[config.mk]
export PLATFORM = sky130hd
export DESIGN_NAME = stream_decipher_rx
export DESIGN_NICKNAME = d
export VERILOG_FILES = /design/src/rtl/stream_decipher_rx.sv
export SDC_FILE = /design/constraint.sdc
export NUM_CORES = 1
export LEC_CHECK = 0
export CAP_MARGIN = 20
export CORE_ASPECT_RATIO = 2
export CORE_MARGIN = 2
export CORE_UTILIZATION = 40
export DETAILED_ROUTE_END_ITERATION = 7
export HOLD_SLACK_MARGIN = 0.15
export SYNTH_ARGS = -nofsm -noshare
export SYNTH_HDL_FRONTEND = slang
export SYNTH_SLANG_ARGS = --single-unit
[constraint.sdc]
create_clock -name clk -period 2.3 [get_ports clk]
set_input_delay 0.46 -clock clk [delete_from_list [all_inputs] [get_ports clk]]
set_output_delay 0.46 -clock clk [all_outputs]
set_load 0.05 [all_outputs]
[src/rtl/stream_decipher_rx.sv]
// Serial stream decipher receiver: hunts for a 4-bit sync word, then XORs each
// received ciphertext nibble with a 4-bit LFSR keystream seeded from the stored key.
module stream_decipher_rx #(
  parameter logic [3:0] SYNC          = 4'b1011,
  parameter int         FRAME_NIBBLES = 4
) (
  input  logic       clk,
  input  logic       reset,
  input  logic [3:0] key,
  input  logic       key_load,
  input  logic       rx_bit,
  input  logic       rx_valid,
  output logic [3:0] msg,
  output logic       msg_valid,
  input  logic       msg_ready,
  output logic       sync_lock,
  output logic       overrun
);

  typedef enum logic [1:0] {IDLE, HUNT, RECV} state_t;

  localparam logic [3:0] LAST_NIB = 4'(FRAME_NIBBLES - 1);

  state_t     state_q;
  logic [3:0] key_q;
  logic [3:0] lfsr_q;
  logic [3:0] sr_q;
  logic [1:0] bit_cnt_q;
  logic [3:0] nib_cnt_q;
  logic [3:0] msg_q;
  logic       msg_valid_q;
  logic       sync_lock_q;
  logic       overrun_q;

  logic [3:0] sr_d;
  logic [3:0] lfsr_d;
  logic       consume;

  assign sr_d    = {sr_q[2:0], rx_bit};
  assign lfsr_d  = {lfsr_q[2:0], lfsr_q[3] ^ lfsr_q[2]};
  assign consume = msg_valid_q && msg_ready;

  // NOTE: all state below is updated with non-blocking assignments so every
  // read in this block sees the pre-edge value, independent of statement order.
  always_ff @(posedge clk or posedge reset) begin
    if (reset) begin
      state_q     <= IDLE;
      key_q       <= 4'b0000;
      lfsr_q      <= 4'b0000;
      sr_q        <= 4'b0000;
      bit_cnt_q   <= 2'd0;
      nib_cnt_q   <= 4'd0;
      msg_q       <= 4'b0000;
      msg_valid_q <= 1'b0;
      sync_lock_q <= 1'b0;
      overrun_q   <= 1'b0;
    end else begin
      overrun_q <= 1'b0;
      if (consume) msg_valid_q <= 1'b0;

      if (key_load) begin
        // An all-zero seed would lock the LFSR at zero forever.
        key_q       <= (key == 4'b0000) ? 4'b0001 : key;
        state_q     <= HUNT;
        sync_lock_q <= 1'b0;
        sr_q        <= 4'b0000;
        bit_cnt_q   <= 2'd0;
        nib_cnt_q   <= 4'd0;
        msg_valid_q <= 1'b0;
      end else if (rx_valid) begin
        case (state_q)
          HUNT: begin
            sr_q <= sr_d;
            if (sr_d == SYNC) begin
              state_q     <= RECV;
              sync_lock_q <= 1'b1;
              bit_cnt_q   <= 2'd0;
              nib_cnt_q   <= 4'd0;
              lfsr_q      <= key_q;
            end
          end
          RECV: begin
            sr_q      <= sr_d;
            bit_cnt_q <= bit_cnt_q + 2'd1;
            if (bit_cnt_q == 2'd3) begin
              // Keystream advances even for a dropped nibble to stay aligned.
              lfsr_q <= lfsr_d;
              if (msg_valid_q && !msg_ready) begin
                overrun_q <= 1'b1;
              end else begin
                msg_q       <= sr_d ^ lfsr_q;
                msg_valid_q <= 1'b1;
              end
              if (nib_cnt_q == LAST_NIB) begin
                state_q     <= HUNT;
                sync_lock_q <= 1'b0;
                sr_q        <= 4'b0000;
                nib_cnt_q   <= 4'd0;
              end else begin
                nib_cnt_q <= nib_cnt_q + 4'd1;
              end
            end
          end
          default: ;
        endcase
      end
    end
  end

  assign msg       = msg_q;
  assign msg_valid = msg_valid_q;
  assign sync_lock = sync_lock_q;
  assign overrun   = overrun_q;

endmodule

-- Word level (Yosys, flattened, before mapping)
Cells that the tools add are included.
- output and inout bits: 7
- input bits: 10
- bits in registers: 26
- word-level logic and storage cells: 81
- reduce and logical (&&, ||, !) cells: 13
- multiplexer cells: 42
- bitwise logic cells: 4
- equal/unequal tests: 10
- $add $sub $neg: 2
- operators with widths (operator ; count):
    $mux W4 ; 8
    $mux W1 ; 16
    $mux W2 ; 8
    $pmux W4 S2 ; 2
    $reduce_and A5 Y1 ; 3
    $mux W3 ; 4
    $ne A3 B3 Y1 const B ; 3
    $pmux W2 S2 ; 2
    $pmux W3 S2 ; 1
    $add A4 B1 Y4 const B ; 1
    $eq A2 B2 Y1 const B ; 2
    $eq A4 B2 Y1 const B ; 1
    $eq A4 B4 Y1 const B ; 1
    $logic_not A4 Y1 ; 1
    $ne A2 B2 Y1 const B ; 2
    $reduce_and A4 Y1 ; 1
    $reduce_bool A2 Y1 ; 2
    $xor A4 B4 Y4 ; 1
    $reduce_and A3 Y1 ; 1
    $reduce_bool A3 Y1 ; 1
    $add A2 B1 Y2 const B ; 1
    $eq A2 B1 Y1 const B ; 1
    $logic_and A1 B1 Y1 ; 2
    $not A1 Y1 ; 2
    other kinds (4) ; 4

-- Longest topological paths before layout
- depth in word-level cells: 7
- gate-level depth with buffers: 7
- gate-level depth less buffers: 6

-- Worst setup path before layout
No wires, ideal clock.
- path kind: reg2reg
- start: register sync_lock (netlist name)
- end: register lfsr_q[0]
- path buffers: 1
- data required time: 2.175 ns
- period minus slack after synthesis: 2.086 ns
- arrival: 1.961 ns
- cell stages (with the launch flop): 6
- library setup time: 0.125 ns
- path slack: 0.214 ns
- cell sequence: dfrtp_1 > ha_1 > buf_4 > and2b_1 > a2111oi_4 > mux2_4
- RTL lines (what ; RTL line ; source):
    end signal: assignment ; 79 ; lfsr_q <= key_q;
    end signal: assignment ; 87 ; lfsr_q <= lfsr_d;
    end: declaration ; 26 ; logic [3:0] lfsr_q;

-- Worst setup path after layout
- start: register sync_lock_q, in the netlist sync_lock
- end: output port sync_lock
- RTL lines (what ; RTL line ; source):
    start: declaration ; 32 ; logic sync_lock_q;
    start signal: assignment ; 55 ; sync_lock_q <= 1'b0;
    start signal: assignment ; 65 ; sync_lock_q <= 1'b0;
    start signal: assignment ; 76 ; sync_lock_q <= 1'b1;
    end: declaration ; 16 ; output logic sync_lock,
No word-level cell between the ends.

==> run metrics <==
status=finished, final reports clean; Post-Syn Area=1300 um^2; Post-CTS Setup Bufs=0; DR WL met2=1.52 mm; row count=29; most frequent cell after synthesis=dfrtp_1; Post-synth EDFFs=0; DRT met1 WL=1.08 mm; Worst Path Required=1.84 ns; die span in x=44.3 um; post-synthesis net count=143; Setup-failing EPs final=0; TritonCTS clock tree=built; GRT Resource Usage Total=17.3%; CTS clk-pin slew, worst paths=0.09 ns; CP arrival=1.48 ns; Overflow after GRT=0; cell family with most CP delay=buffers and inverters; CP Launch Type=register; DRC viols=0; Synth Flop Type=dfrtp_1; area added between synthesis and finish=20.8%; maximum number of pins on one net before global-route repair=26; top cells by area, synth=dfrtp_1 48%, a21oi_1 6.9%, ha_1 3.8%, nor2_1 3.5%, xnor2_1 3.4%; cts repair resizes=0; Clock Root Buffer=clkbuf_8; worst-margin pin slew=0.494 ns; PwrDens=666 nW/um^2; routed via count=999; Post-synth top cells=25 x dfrtp_1, 18 x a21oi_1, 12 x nor2_1; Final Skew=0.00302 ns; number of synthesized register bits=25; # port buffers=16; WS Path Type=reg -> out; CTS sink count=25; R2R Setup Slk=0.43 ns; First DRT Iteration DRCs=11; Final Hold Fails=0; Post-synth ARST share=100%; Final Cell Area=1570 um^2; Hold Buf Count CTS=0; DR WL/cell=15.1 um; critical path peak fanout=4; sequential area share after synthesis=48.1%; Hold/Removal Path Class=reg -> reg; drt total wl=2.75 mm; CTS buffer count=3; minimum clock period=1.94 ns; Pleak=0.648 nW; slew margin rel.=66.9%; Antenna Nets Post-Route=0; first drt pass iteration count=2; layout cells sized above 1=11.3%; mean post-synth cell area=10.1 um^2; Clk Latency, worst-skew pair=0.27 ns; Post-DP Area=1520 um^2; H-tree levels=1; core footprint=3120 um^2; IO Pins=17; number of diodes=0; initial antenna violation count=0; post-DR vias/cell=5.49; DIE AREA=3750 um^2; crit-path cells=clkdlybuf4s50_1; CP Capture Type=output port; clock buffer depth=2; Max Cap Violations=0; WP buf/inv=1; fmax=514 MHz; Worst path max stage delay=0.82 ns; routed wl met3=49 um; Routability Congestion=0.840; synth warn=0; TNS Setup=0 ns; max-slew violation count=0; Synth cell types=35; Worst path slowest cell=clkdlybuf4s50_1; vias in the first global route=1073; final net count=166; max layer used=met4; Synth area leader=dfrtp_1; RSZ-0062 raised after global routing=no; first-pass GRT wire length=4.78 mm; Max VDD drop=542 uV; Final HPWL DP=2.11 mm; Die H=84.6 um; final period utilization=84.6%; starting density of the core=41.7%; Synth top area share=48.1%; Mapped Cells=129
per-stage QoR:
step | power (mW) | utilization, % | hold slack (ns) | instances | worst slack, ns
6_report | 1.05 | 50.3 | 0.515 | 182 | 0.355
5_1_grt | 1.11 | 50.3 | 0.534 | 182 | 0.242
4_1_cts | 1.06 | 50.3 | 0.517 | 182 | 0.338
3_5_place_dp | 0.801 | 48.8 | 0.496 | 178 | 0.203
3_3_place_gp | 0.797 | 48.8 | 0.493 | 178 | 0.221
2_1_floorplan | 0.717 | - | 0.480 | 129 | 0.214
state kept, by name, summed over array words and instances, names as in the netlist:
signal,flops
msg_valid,1
key_q,4
state_q,1
lfsr_q,4
sr_q,3
sync_lock,1
nib_cnt_q,4
overrun,1
msg,4
bit_cnt_q,2
cells in the final DEF (no fill, tap or decap):
| cell | Yosys | final |
|---|---|---|
| a2111oi_4 | 1 | 1 |
| a21boi_1 | 1 | 1 |
| a21o_1 | 1 | 1 |
| a21oi_1 | 18 | 18 |
| a31oi_1 | 1 | 1 |
| a32o_1 | 1 | 1 |
| and2b_1 | 1 | 1 |
| and4b_1 | 1 | 1 |
| buf_4 | 1 | 6 |
| clkbuf_8 | 0 | 3 |
| clkdlybuf4s50_1 | 0 | 16 |
| clkinv_2 | 0 | 1 |
| dfrtp_1 | 25 | 25 |
| ha_1 | 4 | 4 |
| inv_1 | 5 | 5 |
| mux2_1 | 1 | 1 |
| mux2_2 | 3 | 3 |
| mux2_4 | 1 | 1 |
| mux2i_1 | 3 | 3 |
| nand2_1 | 8 | 8 |
| nand2b_1 | 4 | 4 |
| nand3_1 | 7 | 7 |
| nand3b_1 | 1 | 1 |
| nand4_1 | 3 | 3 |
| nand4b_1 | 1 | 1 |
| nor2_1 | 12 | 12 |
| nor2b_1 | 2 | 2 |
| nor3_1 | 2 | 2 |
| nor3b_1 | 2 | 2 |
| nor3b_2 | 1 | 1 |
| o211ai_1 | 1 | 1 |
| o211ai_2 | 1 | 1 |
| o21ai_0 | 7 | 7 |
| or4b_1 | 1 | 1 |
| xnor2_1 | 5 | 5 |
cell type report:
| class | count | area (um^2) |
|---|---|---|
| clock buffers | 3 | 41.3 |
| clock inverters | 1 | 5.00 |
| fillers | 289 | 1550 |
| inverters | 5 | 18.8 |
| multi-input cells | 95 | 636 |
| flip-flops and latches | 25 | 626 |
| well taps | 31 | 38.8 |
| repair buffers | 22 | 205 |
metal layers:
| layer | track usage [%] | up-vias |
|---|---|---|
| met5 | 0 | - |
| met4 | 9.92 | 0 |
| met3 | 1.94 | 8 |
| met2 | 30.5 | 16 |
| met1 | 18.6 | 472 |
| li1 | - | 503 |
power by group:
group	switching (mW)	leakage, nW	internal (mW)
Combinational	0.120	0.301	0.121
Clock	0.138	0.0255	0.121
Sequential	0.0542	0.321	0.491
worst paths after layout:
check / startpoint / cells past startpoint / endpoint
worst max-delay path: sync_lock / 1 / sync_lock
worst min-delay path: key_q[2] / 1 / key_q[2]
worst max register to register: state_q[0] / 7 / msg[2]
worst min register to register: key_q[2] / 1 / key_q[2]
max in group asynchronous: reset / 3 / nib_cnt_q[1]
min in group asynchronous: reset / 3 / sync_lock
cells by family after synthesis:
group / count (synthesis) / share of synthesized area [%]
AOI/OAI and AO/OA: 32 / 15.7
xor gates and xnor gates: 5 / 3.37
adders and majority gates: 4 / 3.85
buffers and inverters: 9 / 2.98
DFF: 25 / 48.1
muxes: 8 / 6.93
and+or+nand+nor: 46 / 19.1
Power figures use the tool's default switching activity.
